## config.mk

```make
export PLATFORM = sky130hd
export DESIGN_NAME = ram_fifo_ctrl
export DESIGN_NICKNAME = d
export VERILOG_FILES = /design/src/rtl/ram_fifo_ctrl_skid.sv /design/src/rtl/ram_fifo_ctrl.sv
export SDC_FILE = /design/constraint.sdc
export NUM_CORES = 1
export LEC_CHECK = 0
export CORE_UTILIZATION = 45
export CTS_CLUSTER_SIZE = 14
export DETAILED_ROUTE_END_ITERATION = 10
export GPL_ROUTABILITY_DRIVEN = 1
export MAX_ROUTING_LAYER = met4
export PLACE_DENSITY_LB_ADDON = 0.08
export SYNTH_ARGS = -nofsm -noshare
export SYNTH_HDL_FRONTEND = slang
export SYNTH_SLANG_ARGS = --single-unit
export TNS_END_PERCENT = 30
```

## constraint.sdc

```tcl
create_clock -name clk -period 5.75 [get_ports clk]
set_input_delay 1.4375 -clock clk [delete_from_list [all_inputs] [get_ports clk]]
set_output_delay 1.4375 -clock clk [all_outputs]
set_load 0.005 [all_outputs]
```

## src/rtl/ram_fifo_ctrl_skid.sv

```systemverilog
// Two-entry in-order skid buffer holding words returned from the RAM.
// Entry 0 is always the oldest word; load and pop may happen in the same cycle.
module ram_fifo_ctrl_skid #(
  parameter int D_WIDTH = 16
) (
  input  logic               clk,
  input  logic               reset,
  input  logic               load,
  input  logic [D_WIDTH-1:0] load_data,
  input  logic               pop,
  output logic [1:0]         cnt,
  output logic               valid,
  output logic [D_WIDTH-1:0] data
);

  logic [D_WIDTH-1:0] ent0_p0;
  logic [D_WIDTH-1:0] ent1_p0;
  logic [1:0]         slot;

  assign slot  = cnt - {1'b0, pop};
  assign valid = (cnt != 2'd0);
  assign data  = ent0_p0;

  always_ff @(posedge clk or posedge reset) begin
    if (reset) cnt <= 2'd0;
    else       cnt <= cnt + {1'b0, load} - {1'b0, pop};
  end

  // Data entries carry no reset; cnt alone says which are meaningful.
  always_ff @(posedge clk) begin
    if (pop) ent0_p0 <= ent1_p0;
    if (load) begin
      if (slot == 2'd0) ent0_p0 <= load_data;
      else              ent1_p0 <= load_data;
    end
  end

endmodule

```

## src/rtl/ram_fifo_ctrl.sv

```systemverilog
// Valid/ready stream FIFO built around an external simple dual-port RAM with registered reads.
// Pointers carry a wrap bit; reads are prefetched into a 2-entry skid so pops sustain one per cycle.
module ram_fifo_ctrl #(
  parameter int D_WIDTH = 16,
  parameter int A_WIDTH = 5
) (
  input  logic               clk,
  input  logic               reset,
  input  logic               in_valid,
  output logic               in_ready,
  input  logic [D_WIDTH-1:0] in_data,
  output logic               out_valid,
  input  logic               out_ready,
  output logic [D_WIDTH-1:0] out_data,
  output logic [A_WIDTH+1:0] fill,
  output logic [A_WIDTH-1:0] address_write,
  output logic [D_WIDTH-1:0] data_write,
  output logic               write_enable,
  output logic [A_WIDTH-1:0] address_read,
  input  logic [D_WIDTH-1:0] data_read
);

  localparam int DEPTH = 1 << A_WIDTH;
  localparam int FW    = A_WIDTH + 2;

  logic [A_WIDTH:0] wr_ptr;
  logic [A_WIDTH:0] rd_ptr;
  logic [A_WIDTH:0] ptr_diff;
  logic             rd_pending;
  logic             ram_empty;
  logic             ram_full;
  logic             push;
  logic             pop;
  logic             issue;
  logic [1:0]       skid_cnt;
  logic [2:0]       occ;

  assign ram_empty = (wr_ptr == rd_ptr);
  assign ram_full  = (wr_ptr[A_WIDTH] != rd_ptr[A_WIDTH]) &&
                     (wr_ptr[A_WIDTH-1:0] == rd_ptr[A_WIDTH-1:0]);

  assign in_ready = !ram_full && !reset;
  assign push     = in_valid && in_ready;
  assign pop      = out_valid && out_ready;

  // Issue a read only if the returning word is guaranteed a free skid slot.
  assign occ   = {1'b0, skid_cnt} + {2'b00, rd_pending};
  assign issue = !ram_empty && (occ < (3'd2 + {2'b00, pop}));

  assign address_write = wr_ptr[A_WIDTH-1:0];
  assign data_write    = in_data;
  assign write_enable  = push;
  assign address_read  = rd_ptr[A_WIDTH-1:0];

  assign ptr_diff = wr_ptr - rd_ptr;
  assign fill     = {1'b0, ptr_diff} + FW'(rd_pending) + FW'(skid_cnt);

  always_ff @(posedge clk or posedge reset) begin
    if (reset) begin
      wr_ptr     <= '0;
      rd_ptr     <= '0;
      rd_pending <= 1'b0;
    end else begin
      if (push)  wr_ptr <= wr_ptr + 1'b1;
      if (issue) rd_ptr <= rd_ptr + 1'b1;
      rd_pending <= issue;
    end
  end

  // Stage boundary: RAM registered read data lands in the skid the cycle after issue.
  ram_fifo_ctrl_skid #(
    .D_WIDTH(D_WIDTH)
  ) u_skid (
    .clk      (clk),
    .reset    (reset),
    .load     (rd_pending),
    .load_data(data_read),
    .pop      (pop),
    .cnt      (skid_cnt),
    .valid    (out_valid),
    .data     (out_data)
  );

endmodule
```

Word level (Yosys, flattened, before mapping)
Index checks and enable logic that the tools add are counted.
Widths: inputs -> output; s select.
{"block": "classes", "addsub": 10, "magnitude_cmp": 1, "n_eq_ne": 3, "mux": 3, "bitwise": 1, "reduce_logical": 11}
{"operator": "$mux 16", "count": 3}
{"operator": "$add 6x1->6 const B", "count": 2}
{"operator": "$add 6x1->7", "count": 1}
{"operator": "$add 7x2->7", "count": 1}
{"operator": "$eq 6x6->1", "count": 1}
{"operator": "$sub 6x6->6", "count": 1}
{"operator": "$eq 5x5->1", "count": 1}
{"operator": "$logic_and 1x1->1", "count": 5}
{"operator": "$sub 2x1->2", "count": 2}
{"operator": "$add 2x1->3", "count": 1}
{"operator": "$add 2x1->3 const A", "count": 1}
{"operator": "$logic_not 1->1", "count": 3}
{"operator": "$lt 3x3->1", "count": 1}
{"operator": "$add 2x1->2", "count": 1}
{"operator": "$logic_not 2->1", "count": 1}
{"operator": "$reduce_and 2->1", "count": 1}
{"operator": "$reduce_bool 2->1", "count": 1}
{"operator": "$ne 1x1->1", "count": 1}
{"operator": "$not 1->1", "count": 1}
{"block": "totals", "ff_bits": 47, "output_inout_bits": 52, "wordCells": 35}

Depth between registers and ports, before layout
{"block": "logic_depth", "depth_word": 6, "mapped_depth": 10, "mapped_depth_nobuf": 9}

Modules after synthesis
From an unflattened synthesis, not the netlist that was laid out.
{"block": "hier_totals", "hier_cells": 203, "area_unflattened_um2": 2531.2}
{"mod": "ram_fifo_ctrl_skid", "n_inst": 1, "cells_per_inst": 80, "area_each_um2": 1363.8}
{"mod": "ram_fifo_ctrl", "n_inst": 1, "cells_per_inst": 123, "area_each_um2": 1167.4}

Worst setup path after synthesis
OpenSTA, ideal clock, no wires.
{"block": "synth_timing", "path_type": "input to register", "startpoint": "input port out_ready", "endpoint": "register u_skid.ent1_p0[0], enable pin", "t_arrival_ps": 3278, "t_required_ps": 5356, "path_slack_ps": 2078, "stages": 7, "path_cell_list": "o21ai_1 buf_2 buf_2 inv_1 ha_1 xnor2_1 a21oi_1"}
{"block": "synth_between", "elab_chain_cells": 5}
{"item": "start, declared", "line": "ram_fifo_ctrl.sv:13", "text": "input logic out_ready,"}
{"item": "$logic_and 1x1->1", "line": "ram_fifo_ctrl.sv:44", "text": "assign pop = out_valid && out_ready;"}
{"item": "$sub 2x1->2", "line": "ram_fifo_ctrl_skid.sv:20", "text": "assign slot = cnt - {1'b0, pop};"}
{"item": "$logic_not 2->1", "line": "ram_fifo_ctrl_skid.sv:33", "text": "if (slot == 2'd0) ent0_p0 <= load_data;"}
{"item": "$not 1->1 (no source line)"}
{"item": "$reduce_and 2->1 (no source line)"}
{"item": "end signal, assigned", "line": "ram_fifo_ctrl_skid.sv:34", "text": "else ent1_p0 <= load_data;"}
{"item": "end, declared", "line": "ram_fifo_ctrl_skid.sv:17", "text": "logic [D_WIDTH-1:0] ent1_p0;"}
No other way between the ends.
A chain may end at the register's enable or synchronous reset.

Final worst setup path
{"block": "layout_timing", "startpoint": "register wr_ptr[0]", "endpoint": "output port fill[5]"}
{"block": "layout_between", "elab_chain_cells": 3}
{"item": "start, declared", "line": "ram_fifo_ctrl.sv:26", "text": "logic [A_WIDTH:0] wr_ptr;"}
{"item": "start signal, assigned", "line": "ram_fifo_ctrl.sv:64", "text": "if (push) wr_ptr <= wr_ptr + 1'b1;"}
{"item": "$sub 6x6->6", "line": "ram_fifo_ctrl.sv:55", "text": "assign ptr_diff = wr_ptr - rd_ptr;"}
{"item": "$add 6x1->7", "line": "ram_fifo_ctrl.sv:56", "text": "assign fill = {1'b0, ptr_diff} + FW'(rd_pending) + FW'(skid_cnt);"}
{"item": "$add 7x2->7", "line": "ram_fifo_ctrl.sv:56"}
{"item": "end, declared", "line": "ram_fifo_ctrl.sv:15", "text": "output logic [A_WIDTH+1:0] fill,"}
No other way between the ends.

==> flow_summary.ini <==
[die]
core_um2 = 5140
rows = 26
die_h_um = 75.3
initial_core_util = 0.471
ios = 88
die_w_um = 75.3
die_area_um2 = 5670

[power_and_ir_drop]
pwr-share-seq = 0.294
sw_frac_of_total = 0.370
p_sw_uw = 818
p_int_mw = 1.39
vdd_drop_max_v = 0.000394
power.share.clock = 0.089
p_comb_frac = 0.617
p_leak_nw = 1.24
p_per_area_nw_per_um2 = 753

[synthesis]
ys.flop_type = edfxtp_1
yosys.cell_types.count = 39
syn-instance-count = 217
yosys_warnings = 0
ys_seq_area_frac = 0.486
synth_commonest_cells = 26 x buf_4, 19 x nor2_1, 18 x a21oi_1
syn-num-nets = 268
ys_ff_latch = 47
yosysMostFrequentCell = buf_4
avgSynthCellArea_um2 = 11.1
netlist.area_leader.share = 0.199
synth_area_leader_cell = edfxtp_1
synth-async-reset-ratio = 0.319
synth_edf_count = 16
synth.area.top_cells = edfxtp_1 20%, dfrtp_1 16%, dfxtp_1 13%, buf_4 8.1%, mux2i_1 6.6%
netlist_area_um2 = 2420

[route]
drc = 0
wl_per_cell_um = 13.6
routed_wl_mm = 4.36
num_vias = 1542
viasPerCell = 4.82
drt_iter0_markers = 70
dr.pass1.iters = 4
ant_nets = 0

[clock_tree]
post_cts_buffers = 0
clk_latency_ns = 0.30
cts_resized = 0
clockBufferDepth = 2
clkTransAtPathRegs_ns = 0.08
cts_max_level = 2
cts_tree = done
clkSinkCount = 47
cts_hold_buf = 0
ctsRootBufferMaster = clkbuf_8
cts_buffers = 5

[grt]
grt_pass1_vias = 1387
grt_pass1_wl_mm = 6.74
antenna_found_initial = 0
grtUsageTotal = 0.167
grt-ovfl-total = 0
grt_max_degree = 33

[final_layout]
diodes = 0
synthToLayoutAreaGrowth_pct = 21.4
fill_cells = 500
drive_gt1_frac = 0.0680
num-nets-final = 300

[worst_setup_path]
end_kind = primary output
cp-start-kind = register
crit_start = wr_ptr[0]
crit_arrival_ns = 2.96
required_ns = 4.31
worstRegToRegCells = 6
worstPathMaxFanout = 4
regToRegStartpoint = u_skid.cnt[1]
critical_path_class = register to primary output

[timing]
max_freq_mhz = 227
fin_crit_sh = 0.765
hold_viol = 0
skew_ns = 0.00632
setup_tns_ns = 0
maxSlewHeadroom = 0.342
tightest_slew_ns = 0.988
setup_viol = 0
fin_crit_ns = 4.40
rsz0062_at_grt = false
slew_violations = 0
holdWs_ns = 0.526

[min_path]
hold_start = rd_ptr[5]
hold_depth = 1
min_path_type = register to register

[placed_design]
portBuffers = 55
place_congestion = 0.789
dp_hpwl_mm = 3.15

[outcome]
status = finished, final reports clean

[job]
maxCapViolations = 0
## worst max-delay path, stage by stage (launching register included)
cell and delay (ns):
dfrtp_1 0.41, inv_1 0.11, ha_1 0.17, inv_1 0.05, fa_1 0.48, ha_1 0.28, nor2b_1 0.12, o21ai_0 0.23
nand3b_1 0.16, xor2_1 0.14, clkdlybuf4s50_1 0.51
## logic make-up after synthesis
| logic type | share of synthesized area |
|---|---|
| and+or+nand+nor | 0.0885 |
| xor gates and xnor gates | 0.0755 |
| DFF | 0.486 |
| buffers and inverters | 0.114 |
| AOI/OAI and AO/OA | 0.0714 |
| adders and majority gates | 0.0869 |
| muxes | 0.0771 |
## final timing paths
path / end / slack, ns
max in group asynchronous: rd_ptr[0] / 3.80
hold reg to reg: rd_ptr[5] / 0.53
hold / removal: rd_ptr[5] / 0.53
setup reg to reg: u_skid.ent1_p0[1] / 3.17
setup / recovery: fill[5] / 1.35
min in group asynchronous: wr_ptr[0] / 1.56
## power groups by stage
stage	clock, mW	combinational, mW	sequential (mW)
final	0.197	1.36	0.650
after global routing	0.216	1.53	0.674
after CTS	0.205	1.38	0.655
after detailed placement	0	1.38	0.661
after global placement	0	1.37	0.657
after floorplan	0	0.822	0.643
## layer usage
metal	vias up	part of all wire	global-route usage
met5	-	0	-
met4	0	0.025	0.0782
met3	19	0.064	0.0317
met2	43	0.43	0.231
met1	700	0.48	0.236
li1	780	-	-
## stage by stage
stage          area (um2)  utilization  setup WS, ns  power [mW]  cells
6_report             2940        0.571          1.35        2.21    320
5_1_grt              2940        0.571          1.05        2.42    320
4_1_cts              2940        0.571          1.31        2.24    320
3_5_place_dp         2850        0.555          1.41        2.04    312
3_3_place_gp         2850        0.555          1.44        2.03    312
2_1_floorplan        2420            -          2.08        1.46    217
## layout by cell type, fill, tap and decap left out, types with 4 or more instances in the layout
cell type / count
dfxtp_1: 16
clkbuf_8: 5
mux2i_1: 16
nor2_1: 19
xnor2_1: 14
edfxtp_1: 16
nand2_1: 4
clkdlybuf4s50_1: 55
dfrtp_1: 15
ha_1: 12
xor2_1: 5
a21oi_1: 17
inv_1: 13
## registers in the layout, summed over array words and instances, names as in the netlist
register / flops
rd_ptr: 6
rd_pending: 1
u_skid.cnt: 2
u_skid.data: 16
wr_ptr: 6
u_skid.ent1_p0: 16
## layout make-up
class | instances | area (um2) | area share
Sequential cell | 47 | 1180 | 0.401
Multi-Input combinational cell | 125 | 973 | 0.331
Timing Repair Buffer | 57 | 566 | 0.193
Tap cell | 70 | 87.6 | 0.0298
Clock buffer | 6 | 72.6 | 0.0247
Inverter | 13 | 48.8 | 0.0166
Clock inverter | 2 | 12.5 | 0.00426
(Power assumes the default switching activity.)
==> RTL change: new RTL, same settings <==
Change the parameter `A_WIDTH` from 5 to 3.
--- a/src/rtl/ram_fifo_ctrl.sv
+++ b/src/rtl/ram_fifo_ctrl.sv
@@ -3,5 +3,5 @@
 module ram_fifo_ctrl #(
   parameter int D_WIDTH = 16,
-  parameter int A_WIDTH = 5
+  parameter int A_WIDTH = 3
 ) (
   input  logic               clk,
Interface: changed (resized address_read, address_write and fill); port bits go from 88 to 82. The function was not compared with the original's and may differ.
==> RTL change against the original RTL <==
The run now ends with DRC left; power fell by 17%; clock skew rose by 0.0025 ns; worst setup slack improved by 0.13 ns; routed wire length fell by 15%; sequential cell count fell by 4; combinational power fell by 21%; synthesized area fell by 13%; final area fell by 12%; core utilization rose by 0.75 points; critical endpoint is now write_enable; sequential power fell by 9.4%.
==> RTL change: results (changes against the original RTL) <==
- The run finished, with violations left.
- The checks that failed: DRC.
- The commonest cells after synthesis are sky130_fd_sc_hd__buf_4, sky130_fd_sc_hd__nand2_1, sky130_fd_sc_hd__o21ai_0.
- The minimum hold slack is 0.531 ns (+0.00416 ns).
- The clock skew came to 0.00884 ns (+0.00252 ns).
- Among cell families on the critical path, the largest total delay comes from buffers and inverters.
- The synthesized netlist cell count is 180 (-17%).
- The power attributed to the clock group is 183 uW (-7%).
- The sequential share of cell area came to 41.8% (+1.8 points).
- The total nets after synthesis came to 229 (-15%).
- The violation count after the first detailed-routing iteration is 59 (-16%).
- The setup slack after placement was 1.49 ns (+0.0800 ns).
- The number of combinational gates with multiple inputs is 97 (-22%).
- The share of the final layout cell area in multi-input gates is 30.8% (-2.4 points).
- The critical path ends at write_enable.
- Sorting the synthesized cells by area gives the leading types as sky130_fd_sc_hd__edfxtp_1, sky130_fd_sc_hd__dfxtp_1, sky130_fd_sc_hd__dfrtp_1.
- The count of input and output buffers is 49 (-11%).
- The via total after detailed routing is 1,307 (-15%).
- The final period utilization is 74.2% (-2.3 points).
- The number of remaining DRC errors was 10 (+10).
- The buffer count excluding the clock tree in the final layout is 51 (-11%).
- The fraction of the mapped netlist area in compound gates came to 7.65% (+0.51 points).
- The final weighted congestion in routability-driven placement is 0.733 (-7.0%).
- The area growth from synthesis to layout is 21.9%.
- The biggest fanout along the worst timing path came to 5 (+1).
- The first-pass GRT wire length is 6110 um (-9.4%).
- The depth of the most critical reg-to-reg path was 5 (-1).
- The register bit total from synthesis is 43 (-8.5%).
- The post-synthesis sequential area ratio is 51.0% (+2.4 points).
- The leakage power is 1.07 nW (-13%).
- The maximum vdd ir drop is 0.344 mV (-13%).
- The fraction of registers with async set or reset after synthesis is 25.6% (-6.3 points).
- The placeable core region is 0.00444 sq mm (-14%).
- The endpoint of the lowest-slack register-to-register path is u_skid.ent1_p0[13]$_DFFE_PP_.
- The iteration count of the initial detailed-routing pass is 7 (+3).
-- RTL change: cell count changes in the layout (fill, tap and decap cells not counted), moves of 3 or more --
cell and delta:
sky130_fd_sc_hd__nor2_1 -19, sky130_fd_sc_hd__o21ai_0 +15, sky130_fd_sc_hd__xnor2_1 -3, sky130_fd_sc_hd__a21oi_1 -16
sky130_fd_sc_hd__nand2_1 +13, sky130_fd_sc_hd__dfrtp_1 -4, sky130_fd_sc_hd__clkdlybuf4s50_1 -6
-- RTL change: cell families after synthesis --
| logic type | count (synthesis) |
|---|---|
| AO/OA/AOI/OAI | 25 |
| flip-flops | 43 |
| multiplexers | 18 |
| AND/OR/NAND/NOR | 27 |
| XOR/XNOR | 14 |
| adder cells (fa/ha/maj) | 13 |
| buffers and inverters | 40 |
-- RTL change: routing by layer --
layer	up-vias	wire length [um]	global-route usage (%)
li1	645	-	-
met1	606	1670	19.6
met2	42	1720	25.7
met3	14	235	5.63
met4	0	76	6.58
met5	-	0	-
